**src/rtl/pipe_hazard_ctrl.sv**
```systemverilog
// Sequencing controller for a 5-stage IF/ID/EX/MEM/WB pipeline without forwarding.
// Detects RAW hazards between ID sources and in-flight destinations, stalls until
// they clear, redirects on taken branches, freezes on halt requests and counts
// stall cycles and branch redirects in saturating counters.
module pipe_hazard_ctrl #(
    parameter int unsigned RW = 5,
    parameter int unsigned CW = 16
) (
    input  logic          clk,
    input  logic          Reset,
    input  logic [RW-1:0] id_rs,
    input  logic [RW-1:0] id_rt,
    input  logic          id_rs_used,
    input  logic          id_rt_used,
    input  logic [RW-1:0] ex_rd,
    input  logic          ex_regwrite,
    input  logic [RW-1:0] mem_rd,
    input  logic          mem_regwrite,
    input  logic [RW-1:0] wb_rd,
    input  logic          wb_regwrite,
    input  logic          branch_taken,
    input  logic          halt_req,
    output logic          pc_en,
    output logic          pc_sel,
    output logic          en_ifid,
    output logic          en_idex,
    output logic          en_exmem,
    output logic          en_memwb,
    output logic          flush_ifid,
    output logic          flush_idex,
    output logic          halted,
    output logic [CW-1:0] stall_cnt,
    output logic [CW-1:0] flush_cnt
);

    typedef enum logic [1:0] {
        StRun,
        StStall,
        StHalt
    } state_t;

    state_t        state_q, state_d;
    logic [CW-1:0] stall_cnt_q, flush_cnt_q;
    logic          rs_match, rt_match, hz;
    logic          stall_inc, flush_inc;

    // A WB producer still hazards: the register bank has no write-through.
    assign rs_match = (ex_regwrite  && (ex_rd  == id_rs)) ||
                      (mem_regwrite && (mem_rd == id_rs)) ||
                      (wb_regwrite  && (wb_rd  == id_rs));
    assign rt_match = (ex_regwrite  && (ex_rd  == id_rt)) ||
                      (mem_regwrite && (mem_rd == id_rt)) ||
                      (wb_regwrite  && (wb_rd  == id_rt));

    // Register 0 is hardwired, so it never creates a dependency.
    assign hz = (id_rs_used && (id_rs != '0) && rs_match) ||
                (id_rt_used && (id_rt != '0) && rt_match);

    // Per-cycle decision: outputs, next state and counter increments.
    always_comb begin
        pc_en      = 1'b1;
        pc_sel     = 1'b0;
        en_ifid    = 1'b1;
        en_idex    = 1'b1;
        en_exmem   = 1'b1;
        en_memwb   = 1'b1;
        flush_ifid = 1'b0;
        flush_idex = 1'b0;
        halted     = 1'b0;
        state_d    = StRun;
        stall_inc  = 1'b0;
        flush_inc  = 1'b0;

        if (Reset) begin
            pc_en      = 1'b0;
            en_ifid    = 1'b0;
            en_idex    = 1'b0;
            en_exmem   = 1'b0;
            en_memwb   = 1'b0;
            flush_ifid = 1'b1;
            flush_idex = 1'b1;
            state_d    = StRun;
        end else if (state_q == StHalt) begin
            // Frozen pipeline: branch and hazard inputs are ignored.
            pc_en    = 1'b0;
            en_ifid  = 1'b0;
            en_idex  = 1'b0;
            en_exmem = 1'b0;
            en_memwb = 1'b0;
            halted   = 1'b1;
            state_d  = halt_req ? StHalt : StRun;
        end else if (branch_taken) begin
            // Squash IF and ID; the hazard of the squashed ID instruction is moot.
            pc_sel     = 1'b1;
            flush_ifid = 1'b1;
            flush_idex = 1'b1;
            flush_inc  = 1'b1;
            state_d    = StRun;
        end else if (hz) begin
            // Hold PC and IF/ID, inject a bubble into ID/EX, let older stages drain.
            pc_en      = 1'b0;
            en_ifid    = 1'b0;
            flush_idex = 1'b1;
            stall_inc  = 1'b1;
            state_d    = StStall;
        end else begin
            // Normal advance; a halt request takes effect after this cycle.
            state_d = halt_req ? StHalt : StRun;
        end
    end

    // State register and saturating event counters.
    always_ff @(posedge clk) begin
        if (Reset) begin
            state_q     <= StRun;
            stall_cnt_q <= '0;
            flush_cnt_q <= '0;
        end else begin
            state_q <= state_d;
            if (stall_inc && (stall_cnt_q != '1)) begin
                stall_cnt_q <= stall_cnt_q + 1'b1;
            end
            if (flush_inc && (flush_cnt_q != '1)) begin
                flush_cnt_q <= flush_cnt_q + 1'b1;
            end
        end
    end

    assign stall_cnt = stall_cnt_q;
    assign flush_cnt = flush_cnt_q;

endmodule
```
**config.mk**
```make
export PLATFORM = sky130hd
export DESIGN_NAME = pipe_hazard_ctrl
export DESIGN_NICKNAME = d
export VERILOG_FILES = /design/src/rtl/pipe_hazard_ctrl.sv
export SDC_FILE = /design/constraint.sdc
export NUM_CORES = 1
export LEC_CHECK = 0
export CORE_MARGIN = 2
export CORE_UTILIZATION = 41
export CTS_CLUSTER_SIZE = 8
export DETAILED_ROUTE_END_ITERATION = 12
export PLACE_DENSITY_LB_ADDON = 0.08
export SYNTH_ARGS = -nofsm -noshare
export SYNTH_HDL_FRONTEND = slang
export SYNTH_SLANG_ARGS = --single-unit
```
**constraint.sdc**
```tcl
create_clock -name clk -period 2.2 [get_ports clk]
set_clock_uncertainty 0.2 [all_clocks]
set_input_delay 0.33 -clock clk [delete_from_list [all_inputs] [get_ports clk]]
set_output_delay 0.33 -clock clk [all_outputs]
set_load 0.05 [all_outputs]
```
==> results.py <==
metrics = {
    "status": {
        "outcome": "complete, but fails checks",
        "violations": "negative setup slack",
    },
    "detailed_routing": {
        "wire_per_inst_um": 14.3,
        "dr_wl_met3_um": 254,
        "highest_layer": "met4",
        "ant_nets": 0,
        "drt_iter0_markers": 123,
        "routed_wl_um": 6250,
        "viasPerCell": 5.21,
        "vias": 2280,
        "dr.pass1.iters": 4,
        "m1WireLength_um": 2770,
        "drc_errors": 0,
        "met2_length_um": 3090,
    },
    "synth": {
        "synth_ff_type": "dfxtp_1",
        "ys_ff_latch": 34,
        "synth.largest_area_cell": "dfxtp_1",
        "synthArstFlopShare_pct": 0,
        "synthMuxAreaShare_pct": 4.67,
        "synth_top_family_by_area": "simple AND/OR/NAND/NOR gates",
        "yosysTopAreaCellShare_pct": 32.2,
        "ys_types": 41,
        "syn_nets": 291,
        "synth-xor-area-share_pct": 18.2,
        "synth_warnings": 0,
        "syn_area_um2": 2110,
        "synth-compound-area-share_pct": 8.34,
        "syn_inst": 255,
        "synthAdderAreaFrac_pct": 1.18,
        "syn_avg_cell_area_um2": 8.29,
        "synth-edff-count": 0,
        "synth.area.top_cells": "dfxtp_1 (32%), xor2_1 (14%), and3_1 (6.2%), nor2_1 (5.0%), xnor2_1 (4.6%)",
        "yosysSeqAreaShare_pct": 32.2,
        "synth-simple-area-share_pct": 30.3,
    },
    "power": {
        "vdd_drop_max_uv": 241,
        "powerDensity_nw_per_um2": 394,
        "fin_total_pwr_mw": 1.42,
        "leakage_nw": 1.47,
    },
    "sta": {
        "fmax_mhz": 430,
        "max_slew_margin_pct": 66.4,
        "finalSetupViolations": 9,
        "layout_worst_path_cycle_share_pct": 106,
        "worstMarginPinSlew_ns": 0.503,
        "postLayoutSetupSlackWorst_ns": -0.128,
        "hold_violations": 0,
        "finalCriticalPeriod_ns": 2.33,
        "timing.hold.ws_ns": 0.289,
        "rsz0062_at_grt": "true",
        "final_max_slew_viol_count": 0,
    },
    "worst_setup_path": {
        "cp-startpoint": "mem_rd[1]",
        "start_kind": "primary input",
        "regToRegStartpoint": "stall_cnt[8]",
        "cp.required_ns": 2.22,
        "end_kind": "flip-flop",
        "rrSetupSlack_ns": -0.03,
        "crit_arrival_ns": 2.35,
        "criticalPathCategory": "in2reg",
        "reg2reg_to": "stall_cnt[9]",
        "cp_max_fo": 7,
        "reg2reg_depth": 7,
    },
    "floorplan": {
        "start_util_pct": 41.9,
        "rows": 26,
        "core_um2": 5040,
        "num_io_pins": 75,
        "die_w_um": 75.8,
        "dieArea_um2": 5750,
        "die_h_um": 75.8,
    },
    "placement": {
        "detailedPlacementHpwl_um": 4440,
        "postPlaceCellArea_um2": 3270,
        "gp_congestion": 0.878,
        "port_buffers": 74,
    },
    "clocking": {
        "cts.sinks": 34,
        "clk_transition_reported_paths_ns": 0.07,
        "clk_latency_ns": 0.29,
        "hold_buffers": 0,
        "cts_tree": "done",
        "cts_buffer_depth": 2,
        "cts_root_buffer": "clkbuf_8",
        "cts-htree-levels": 2,
        "numCtsBuffers": 5,
    },
    "flow_run": {
        "drv_cap": 0,
    },
    "global_route": {
        "overflow": 0,
        "grt_pass1_vias": 2077,
        "antenna_found_initial": 0,
        "grt_pass1_wl_um": 9760,
        "grt_use_total_pct": 22.3,
        "grt_max_degree": 40,
    },
    "cells_and_area": {
        "final_nets": 403,
        "final_area_um2": 3610,
        "drive_gt1_share_pct": 42.7,
        "antenna_cells": 0,
        "n_fill_cell": 397,
        "area_growth_pct": 70.7,
    },
    "hold_path": {
        "hp-class": "reg2reg",
        "hp-start": "flush_cnt[9]",
        "hold_depth": 2,
        "whs_endpoint": "flush_cnt[9]",
    },
}
-- through the flow --
| step | util, % | std cells | TNS (ns) | setup WS (ns) |
|---|---|---|---|---|
| 2_1_floorplan | - | 255 | -0.125 | -0.0474 |
| 3_3_place_gp | 64.8 | 422 | -13.92 | -0.733 |
| 3_5_place_dp | 64.8 | 422 | -14.50 | -0.767 |
| 4_1_cts | 67.9 | 436 | -0.376 | -0.0897 |
| 5_1_grt | 71.6 | 438 | -1.76 | -0.218 |
| 6_report | 71.6 | 438 | -0.696 | -0.128 |
-- worst max-delay path, cell delays in order --
cell     delay (ns)
buf_2          0.13
xor2_2         0.17
nor4_1         0.31
and3_4         0.28
o31ai_4        0.08
a21o_4         0.26
buf_6          0.13
or4_4          0.53
a21oi_2        0.13
-- cells by family (layout without fill, tap and decap cells) --
family / count (synthesis) / count (layout)
simple gates: 117 / 118
mux: 9 / 9
compound gates: 26 / 26
buf+inv: 23 / 135
flops: 34 / 34
fa+ha+maj: 2 / 2
xor+xnor: 44 / 44
-- synthesized netlist by cell type (all sizes together), types with 6 or more instances --
| library cell | instances |
|---|---|
| dfxtp | 34 |
| xor2 | 33 |
| nor2 | 28 |
| and3 | 22 |
| nand4 | 13 |
| xnor2 | 11 |
| nand2 | 10 |
| nand3 | 10 |
| clkbuf | 8 |
| inv | 8 |
| a21oi | 7 |
| buf | 7 |
| mux2 | 7 |
| nor4 | 7 |
| nor2b | 6 |
-- per-layer routing --
layer | track usage (%) | up-vias
li1 | - | 1121
met1 | 29.2 | 1076
met2 | 36.5 | 74
met3 | 3.97 | 9
met4 | 8.58 | 0
met5 | 0 | -
-- worst max-delay path by stage --
stage | to | slack [ns]
global route | stall_cnt[6] | -0.22
global placement | stall_cnt[8] | -0.73
CTS | pc_en | -0.09
finish | stall_cnt[6] | -0.13
detailed placement | stall_cnt[5] | -0.77
floorplan | stall_cnt[8] | -0.05
-- layout by cell type (no fill, tap or decap), types with 3 or more instances in the layout --
cell type / n
xnor2_1: 11
nand2_1: 10
buf_4: 47
and2_1: 3
nand3_1: 10
and3_4: 7
xor2_1: 29
clkdlybuf4s50_1: 40
inv_1: 7
a21oi_1: 3
buf_6: 7
dfxtp_4: 6
nor4_1: 5
nand4_1: 13
a21oi_2: 4
o31ai_1: 3
buf_2: 12
and3_1: 13
nor2_1: 27
mux2_4: 5
xor2_2: 4
clkbuf_8: 6
o21ai_0: 3
buf_8: 3
buf_12: 6
dfxtp_1: 11
or3_4: 4
dfxtp_2: 17
nor2b_1: 6
or4_4: 5
-- report_power, final --
part / total, mW / switching, mW / internal, mW
combinational: 0.325 / 0.164 / 0.160
clock: 0.481 / 0.229 / 0.252
sequential: 0.615 / 0.00330 / 0.612
total: 1.42 / 0.396 / 1.02
-- registers in the layout, indices dropped and copies added (netlist names) --
register	cells
flush_cnt	16
stall_cnt	16
state_q	2
-- layout make-up --
cell class              instances  area, um2  share of cell area, %
inverters                       8       37.5                   1.04
clock buffers                   7       86.3                   2.39
multi-input cells             199       1580                   43.7
repair buffers                118       1080                   30.0
clock inverters                 1       5.00                  0.139
flip-flops and latches         34        724                   20.1
repair inverters                1       6.26                  0.173
well taps                      70       87.6                   2.43
-- what timing repair did --
item	4_1_cts	5_1_grt
resized for setup	123	46
setup endpoints to repair	20	19
setup buffers	5	1
gates cloned	1	1
pin swaps	35	22
Power figures use the tool's default switching activity.
